==> config.mk <==
export PLATFORM = sky130hd
export DESIGN_NAME = mips_mem_arbiter
export DESIGN_NICKNAME = d
export VERILOG_FILES = /design/src/rtl/mips_mem_pkg.sv /design/src/rtl/mips_prio_sel.sv /design/src/rtl/mips_mem_arbiter.sv
export SDC_FILE = /design/constraint.sdc
export NUM_CORES = 1
export LEC_CHECK = 0
export CORE_AREA = 2 2 83 85
export DETAILED_ROUTE_END_ITERATION = 12
export DIE_AREA = 0 0 85 87
export MAX_ROUTING_LAYER = met4
export PLACE_DENSITY_LB_ADDON = 0.08
export RECOVER_POWER = 100
export SYNTH_ARGS = -nofsm -noshare
export SYNTH_HDL_FRONTEND = slang
export SYNTH_HIERARCHICAL = 1
export SYNTH_SLANG_ARGS = --single-unit
==> constraint.sdc <==
create_clock -name clk1 -period 2.4 [get_ports clk1]
set_input_delay 0.48 -clock clk1 [delete_from_list [all_inputs] [get_ports clk1]]
set_output_delay 0.48 -clock clk1 [all_outputs]
set_load 0.05 [all_outputs]
==> src/rtl/mips_mem_pkg.sv <==
// Shared definitions for the MIPS memory arbiter: requester IDs, arbiter
// state encoding and default parameter values.
package mips_mem_pkg;

  localparam int unsigned ADDR_W_DEF       = 10;
  localparam int unsigned DATA_W_DEF       = 32;
  localparam int unsigned STARVE_LIMIT_DEF = 4;
  localparam int unsigned NUM_REQ          = 3;

  // Bit position of each requester in request/grant vectors
  typedef enum logic [1:0] {
    REQ_IF  = 2'd0,
    REQ_DM  = 2'd1,
    REQ_DBG = 2'd2
  } req_id_e;

  typedef enum logic {
    ST_RUN  = 1'b0,
    ST_HALT = 1'b1
  } arb_state_e;

endpackage

==> src/rtl/mips_prio_sel.sv <==
// Fixed-priority selector: dbg > dm > if, with fetch promoted above dm when
// i_promote is set. Produces a one-hot (or all-zero) grant vector.
//   i_req     : request vector indexed by req_id_e
//   i_promote : raise fetch above data-memory for this cycle
//   o_gnt     : one-hot grant vector indexed by req_id_e
module mips_prio_sel
  import mips_mem_pkg::*;
(
  input  logic [NUM_REQ-1:0] i_req,
  input  logic               i_promote,
  output logic [NUM_REQ-1:0] o_gnt
);

  always_comb begin
    o_gnt = '0;
    if (i_req[REQ_DBG])                  o_gnt[REQ_DBG] = 1'b1;
    else if (i_promote && i_req[REQ_IF]) o_gnt[REQ_IF]  = 1'b1;
    else if (i_req[REQ_DM])              o_gnt[REQ_DM]  = 1'b1;
    else if (i_req[REQ_IF])              o_gnt[REQ_IF]  = 1'b1;
  end

endmodule

==> src/rtl/mips_mem_arbiter.sv <==
// Single-port memory arbiter for a MIPS core: instruction fetch, data memory
// and a debug/program-loader port share one synchronous memory.
// Optional feature macro: FETCH_FAIRNESS_EN (starved fetch outranks dm).
// Ports:
//   clk1, reset                  clock, synchronous active-high reset
//   halted                       pipeline halt; only dbg served while set
//   if_*/dm_*/dbg_*              requester interfaces
//   *_gnt                        same-cycle grants (one-hot or zero)
//   *_rvalid, rdata              read return, one cycle after grant
//   mem_en/we/addr/wdata         memory command, mem_rdata read data
module mips_mem_arbiter
  import mips_mem_pkg::*;
#(
  parameter int unsigned ADDR_W       = ADDR_W_DEF,
  parameter int unsigned DATA_W       = DATA_W_DEF,
  parameter int unsigned STARVE_LIMIT = STARVE_LIMIT_DEF
) (
  input  logic              clk1,
  input  logic              reset,
  input  logic              halted,
  input  logic              if_req,
  input  logic [ADDR_W-1:0] if_addr,
  input  logic              dm_req,
  input  logic              dm_we,
  input  logic [ADDR_W-1:0] dm_addr,
  input  logic [DATA_W-1:0] dm_wdata,
  input  logic              dbg_req,
  input  logic              dbg_we,
  input  logic [ADDR_W-1:0] dbg_addr,
  input  logic [DATA_W-1:0] dbg_wdata,
  output logic              if_gnt,
  output logic              dm_gnt,
  output logic              dbg_gnt,
  output logic              if_rvalid,
  output logic              dm_rvalid,
  output logic              dbg_rvalid,
  output logic [DATA_W-1:0] rdata,
  output logic              mem_en,
  output logic              mem_we,
  output logic [ADDR_W-1:0] mem_addr,
  output logic [DATA_W-1:0] mem_wdata,
  input  logic [DATA_W-1:0] mem_rdata
);

  localparam int unsigned CNT_W = $clog2(STARVE_LIMIT + 1);

`ifdef FETCH_FAIRNESS_EN
  localparam bit FAIR_EN = 1'b1;
`else
  localparam bit FAIR_EN = 1'b0;
`endif

  arb_state_e         r_state;
  arb_state_e         w_state_nxt;
  logic               w_run_ok;
  logic [CNT_W-1:0]   r_starve_cnt;
  logic               w_starved;
  logic               w_promote;
  logic [NUM_REQ-1:0] w_req;
  logic [NUM_REQ-1:0] w_gnt;
  logic               r_if_rvalid;
  logic               r_dm_rvalid;
  logic               r_dbg_rvalid;
  logic               w_any_rvalid;

  // State register
  always_ff @(posedge clk1) begin
    if (reset) r_state <= ST_RUN;
    else       r_state <= w_state_nxt;
  end

  // Next state; if/dm are grantable only in RUN while halted is low
  always_comb begin
    w_state_nxt = r_state;
    w_run_ok    = 1'b0;
    case (r_state)
      ST_RUN: begin
        w_run_ok = ~halted;
        if (halted) w_state_nxt = ST_HALT;
      end
      ST_HALT: begin
        if (!halted) w_state_nxt = ST_RUN;
      end
      default: w_state_nxt = ST_RUN;
    endcase
  end

  // Requests qualified by state; reset blocks every grant
  always_comb begin
    w_req          = '0;
    w_req[REQ_IF]  = if_req  & w_run_ok & ~reset;
    w_req[REQ_DM]  = dm_req  & w_run_ok & ~reset;
    w_req[REQ_DBG] = dbg_req & ~reset;
  end

  assign w_starved = (r_starve_cnt == CNT_W'(STARVE_LIMIT));
  // Counter is kept in both builds; only the fairness build lets it steer grants
  assign w_promote = FAIR_EN & w_starved & ~halted;

  mips_prio_sel u_prio_sel (
    .i_req     (w_req),
    .i_promote (w_promote),
    .o_gnt     (w_gnt)
  );

  assign if_gnt  = w_gnt[REQ_IF];
  assign dm_gnt  = w_gnt[REQ_DM];
  assign dbg_gnt = w_gnt[REQ_DBG];

  // Memory command mux; idle cycles drive an all-zero command
  always_comb begin
    mem_en    = 1'b0;
    mem_we    = 1'b0;
    mem_addr  = '0;
    mem_wdata = '0;
    if (dbg_gnt) begin
      mem_en    = 1'b1;
      mem_we    = dbg_we;
      mem_addr  = dbg_addr;
      mem_wdata = dbg_wdata;
    end else if (dm_gnt) begin
      mem_en    = 1'b1;
      mem_we    = dm_we;
      mem_addr  = dm_addr;
      mem_wdata = dm_wdata;
    end else if (if_gnt) begin
      mem_en    = 1'b1;
      mem_addr  = if_addr;
    end
  end

  // Fetch starvation counter: counts denied RUN cycles, saturates at the limit
  always_ff @(posedge clk1) begin
    if (reset) begin
      r_starve_cnt <= '0;
    end else if (!if_req || if_gnt) begin
      r_starve_cnt <= '0;
    end else if (r_state == ST_RUN && !w_starved) begin
      r_starve_cnt <= r_starve_cnt + CNT_W'(1);
    end
  end

  // Read-return tags, one cycle behind the grant
  always_ff @(posedge clk1) begin
    if (reset) begin
      r_if_rvalid  <= 1'b0;
      r_dm_rvalid  <= 1'b0;
      r_dbg_rvalid <= 1'b0;
    end else begin
      r_if_rvalid  <= if_gnt;
      r_dm_rvalid  <= dm_gnt & ~dm_we;
      r_dbg_rvalid <= dbg_gnt & ~dbg_we;
    end
  end

  // Reset masks returns immediately so a read issued just before reset is dropped
  assign if_rvalid    = r_if_rvalid  & ~reset;
  assign dm_rvalid    = r_dm_rvalid  & ~reset;
  assign dbg_rvalid   = r_dbg_rvalid & ~reset;
  assign w_any_rvalid = if_rvalid | dm_rvalid | dbg_rvalid;
  assign rdata        = w_any_rvalid ? mem_rdata : '0;

endmodule
**Word level (Yosys, flattened, before mapping)**

Cells that the tools add are included.

- Flip-flop bits (word level): 4
- Input port bits: 134
- Output and inout port bits: 82
- Word-level logic and storage cells: 38

- Muxes and demuxes: 18
- Bitwise logic cells: 16

Operator list:

| operator | number |
|---|---|
| $mux 32 | 3 |
| $mux 10 | 3 |
| $mux 1 | 11 |
| $and 1x1->1 | 10 |
| $not 1->1 | 4 |
| $mux 2 | 1 |
| $or 1x1->1 | 2 |

**Longest topological paths before layout**

- Depth in word-level cells: 10
- Mapped depth: 7
- Gate-level depth less buffers: 6

**Cells and area by module**

The synthesis kept the hierarchy.

Modules (own cells, without submodules):

| module | instances | cells each | area an instance (um^2) |
|---|---|---|---|
| mips_mem_arbiter | 1 | 147 | 1092.3 |
| mips_prio_sel | 1 | 5 | 37.5 |

**Worst setup path before layout**

Ideal clock, no wire load.

- Kind: input-to-output
- Start: input port reset
- End: output port mem_wdata[29]
- Arrival: 3179 ps
- Setup slack: -1259 ps
- Stages: 7
- Path through: nor3_1 and2_1 inv_1 a211oi_2 buf_2 nand2_1 o21ai_0

- Cells in the longest elaborated chain, start to end: 6

Ends and longest elaborated chain:

| what | RTL line | RTL |
|---|---|---|
| start, declared | mips_mem_arbiter.sv:19 | `input logic reset,` |
| $not 1->1 | mips_mem_arbiter.sv:92 | `w_req[REQ_DM] = dm_req & w_run_ok & ~reset;` |
| $and 1x1->1 | mips_mem_arbiter.sv:92 |  |
| net w_req[1] | mips_mem_arbiter.sv:59 | `logic [NUM_REQ-1:0] w_req;` |
| $mux 1 | mips_prio_sel.sv:18 | `else if (i_req[REQ_DM]) o_gnt[REQ_DM] = 1'b1;` |
| $mux 2 | mips_prio_sel.sv:16 | `if (i_req[REQ_DBG]) o_gnt[REQ_DBG] = 1'b1;` |
| net dm_gnt | mips_mem_arbiter.sv:32 | `output logic dm_gnt,` |
| $mux 32 | mips_mem_arbiter.sv:121 | `end else if (dm_gnt) begin` |
| $mux 32 | mips_mem_arbiter.sv:116 | `if (dbg_gnt) begin` |
| end, declared | mips_mem_arbiter.sv:41 | `output logic [DATA_W-1:0] mem_wdata,` |

The timed path passes the listed nets, and every way through them passes these cells.

**Worst setup path in the final report**

- Start: input port halted
- End: output port mem_wdata[31]

- Cells in the longest elaborated chain, start to end: 8

Ends and longest elaborated chain:

| what | RTL line | RTL |
|---|---|---|
| start, declared | mips_mem_arbiter.sv:20 | `input logic halted,` |
| $not 1->1 | - |  |
| $mux 1 | mips_mem_arbiter.sv:76 | `case (r_state)` |
| $and 1x1->1 (2 in series) | mips_mem_arbiter.sv:92 |  |
| net w_req[1] | mips_mem_arbiter.sv:59 |  |
| $mux 1 | mips_prio_sel.sv:18 |  |
| $mux 2 | mips_prio_sel.sv:16 |  |
| $mux 32 | mips_mem_arbiter.sv:121 |  |
| $mux 32 | mips_mem_arbiter.sv:116 |  |

The timed path passes the listed nets, and every way through them passes these cells.

==> out/results.md <==
Timing
- 0.486 ns — final-layout worst hold slack
- 0 — Pins Over Slew Limit
- -0.0476 ns — minimum setup slack in the final design
- 0.551 ns — slew at the pin with the worst max-slew slack
- yes — setup repair after global routing missed its margin
- 0.633 — worst relative slew slack
- 0.00325 ns — final setup skew
- 0 — Fin. Hold Viols
- 28 — number of endpoints failing setup at the final stage
- 0.409 GHz — top achievable clock speed
- 1.02 — period utilization
- 2.45 ns — fin crit period

Power and ir drop
- 715 uW — Internal Pwr Total
- 0.390 — switching share of total power
- 1.96 nW — Leakage
- 0.143 mV — largest vdd supply drop
- 232 nW/um^2 — pwr/cell area
- 0.815 — logic gate share of total power
- 0.125 — share of power burned in the clock network
- 0.060 — sequential group share of total power
- 458 uW — switching component of the power

Worst setup path
- 0.25 ns — largest stage delay on the critical path
- r_if_rvalid$_SDFF_PP0_ — end of the worst register-to-register path
- sky130_fd_sc_hd__nor2b_4 — Max stage delay cell, worst path
- primary output — kind of end point of the critical path
- primary input to primary output — Crit Path Category
- r_state$_SDFF_PP0_ — startpoint of the most critical register-to-register path
- primary input — CP startpoint kind
- 0.76 ns — slack of the worst reg-to-reg path
- 1.97 ns — Worst Path Arrival
- buf_6 > nor3_4 > and2_4 > inv_4 > a211oi_4 > nor2b_4 > buf_6 > buf_12 > a22o_4 > buf_12 — cell chain of the critical path
- 8 — count of cells along the worst register-to-register path
- 1.92 ns — CP Data Required Time
- 8 — Max FO, Critical Path
- halted — origin of the worst setup path

Min path
- primary input to register — class of the tightest hold or removal check
- 2 — hold path cells
- r_state$_SDFF_PP0_ — worst min-delay path endpoint
- halted — start point of the worst hold path

Finish
- 5060 um^2 — cell area after layout
- 348% — signed area change from the synthesized netlist to the final layout
- 431 — number of fillers in the final layout
- 0.484 — fraction of final layout cells sized beyond drive strength 1
- 518 — Final nets
- 0 — Antenna Diode Count
- 462 — filler-free cell count of the finished design

Outcome
- negative setup slack — failing checks
- complete, but fails checks — outcome

Synth
- 0.0709 — portion of the post-synthesis area used by sequential elements
- 0 — Post-synth EDFFs
- sky130_fd_sc_hd__dfxtp_1 — predominant post-synthesis flop cell
- 22 — number of unique standard cell types used by synthesis
- 6 — Synth Warn #
- 1130 um^2 — post-synthesis instance area
- 0 — FFs w/ async S/R, synth
- 7.43 um^2 — Avg Cell Area, Syn
- sky130_fd_sc_hd__a22o_1 — top cell type by total area after synthesis
- 4 — Seq cells post-synth
- sky130_fd_sc_hd__a22o_1 24%, sky130_fd_sc_hd__nor3b_1 22%, sky130_fd_sc_hd__a21oi_1 8.9% — top cells by area, synth
- 33 x sky130_fd_sc_hd__nor3b_1, 31 x sky130_fd_sc_hd__a22o_1, 20 x sky130_fd_sc_hd__a21oi_1 — leading post-synthesis cells by instance count
- sky130_fd_sc_hd__nor3b_1 — leading cell type by number of instances after synthesis
- 0.240 — Yosys top cell area share
- 152 — Synth Instances

Place
- -1.01 ns — DP Worst Slack
- 439 — Cells after DPL
- 4660 um^2 — placement-stage cell area
- 215 — IO Port Bufs
- 0.745 — final weighted congestion of routability-driven global placement
- 6070 um — half-perimeter wire length of the detailed placement result

Clocking
- 2 — buffer levels on the longest clock path
- built — clock tree from TritonCTS
- 0 — number of buffers added to fix hold violations after cts
- 1 — CTS HTree Levels
- sky130_fd_sc_hd__clkbuf_8 — root buffer cell
- 3 — Num CTS Buffers
- 4 — sink count of the clock tree
- 0.22 ns — Skew-Pair Late Insertion Delay
- 0.03 ns — Clock transition at path regs

Floorplan
- 7400 um^2 — die outline area
- 6570 um^2 — area of the core
- 0.172 — starting utilization of the core area
- 30 — number of rows in the core area
- 216 — top-level port count
- 85 um — Die Span X
- 87 um — die height

Global route
- 0.217 — global routing usage on met1
- 2292 — via count of the first global-routing pass
- 0.211 — all-layer global routing usage
- 11900 um — global-route wire length before repair
- 0.0313 — routing usage on met3
- met2 — most utilized layer in the global route result
- 0 — remaining global-route overflow
- 0 — initial antenna violation count
- 33 — pin count of the biggest net entering global routing
- 0.411 — met2 demand-to-capacity share in global routing

Route
- 4 — total iterations of the first detailed-routing run
- 4.76 — via/cell ratio
- 8190 um — Post-Route WL
- 17.7 um — post-detailed-route wirelength per cell
- 0 — Routed Antenna Nets
- 0 — number of remaining DRC errors
- 2197 — routed vias
- 69 — 1st-iter DRT viols

Flow run
- 0 — max capacitance violation total

[layer usage]
| layer | part of all wire | vias up |
|---|---|---|
| met5 | 0 | - |
| met3 | 0.058 | 11 |
| met4 | 0.016 | 0 |
| met2 | 0.57 | 116 |
| met1 | 0.35 | 1036 |
| li1 | - | 1034 |
[final cells by class]
type / count / area, um^2 / area share
Clock buffer: 3 / 41.3 / 0.00816
Timing Repair Buffer: 244 / 3340 / 0.660
Sequential cell: 4 / 80.1 / 0.0158
Tap cell: 80 / 100 / 0.0198
Inverter: 2 / 12.5 / 0.00247
Multi-Input combinational cell: 129 / 1480 / 0.293
[worst max-delay path by stage]
stage / endpoint / cells after the start
2_1_floorplan: mem_wdata[0] / 7
3_3_place_gp: mem_we / 8
3_5_place_dp: mem_we / 8
4_1_cts: mem_wdata[31] / 10
5_1_grt: mem_wdata[22] / 10
6_report: mem_wdata[31] / 10
[cells in the final DEF (no fill, tap or decap), types with 2 or more instances in the layout]
master and n:
sky130_fd_sc_hd__clkdlybuf4s50_1 129, sky130_fd_sc_hd__buf_12 88, sky130_fd_sc_hd__nor3b_1 33, sky130_fd_sc_hd__a22o_4 31, sky130_fd_sc_hd__a21oi_4 16, sky130_fd_sc_hd__nor2b_1 14
sky130_fd_sc_hd__buf_4 12, sky130_fd_sc_hd__nand3b_1 10, sky130_fd_sc_hd__buf_6 8, sky130_fd_sc_hd__a21oi_2 4, sky130_fd_sc_hd__dfxtp_1 4, sky130_fd_sc_hd__nor2b_4 3
sky130_fd_sc_hd__clkbuf_8 3, sky130_fd_sc_hd__buf_16 3, sky130_fd_sc_hd__nand2_4 2, sky130_fd_sc_hd__nand2_1 2, sky130_fd_sc_hd__o21ai_4 2, sky130_fd_sc_hd__and2_4 2
sky130_fd_sc_hd__dlygate4sd2_1 2, sky130_fd_sc_hd__inv_4 2, sky130_fd_sc_hd__conb_1 2
[flip-flops by register name, indices dropped and copies added (netlist names)]
signal and flops:
r_state 1, r_if_rvalid 1, r_dbg_rvalid 1, r_dm_rvalid 1
[worst max-delay path, delay by kind of cell]
kind	cells	cell delay [ns]
simple gates	3	0.61
buf+inv	5	0.53
compound gates	2	0.34
[power by group through the flow]
stage | sequential, mW | combinational [mW] | clock, mW
global placement | 0.0711 | 0.901 | 0
floorplan | 0.0709 | 0.398 | 0
finish | 0.0702 | 0.956 | 0.147
detailed placement | 0.0712 | 0.908 | 0
global route | 0.0703 | 0.991 | 0.158
CTS | 0.0703 | 0.958 | 0.151
[through the flow]
stage          power [mW]  setup TNS [ns]   util
3_5_place_dp        0.979          -34.84  0.710
4_1_cts              1.18          -0.150  0.768
3_3_place_gp        0.972          -33.55  0.710
5_1_grt              1.22           -3.10  0.770
2_1_floorplan       0.469           -8.21      -
6_report             1.17          -0.965  0.770
[what timing repair did]
item                                    4_1_cts  5_1_grt
buffers inserted                             14        1
gates resized for setup                      34       10
endpoints found under the hold margin         0        0
endpoints found under the setup margin       48       44
cloned                                        6        0
pin swaps                                    10        9
[cell families (layout without fill, tap and decap cells)]
group / Yosys count / count (layout) / synth area share
flip-flops: 4 / 4 / 0.0709
buffers and inverters: 22 / 249 / 0.127
AND/OR/NAND/NOR: 70 / 71 / 0.441
other: 1 / 2 / 0.00332
AO/OA/AOI/OAI: 55 / 56 / 0.358
No activity file was read; power rests on OpenSTA's default activity.
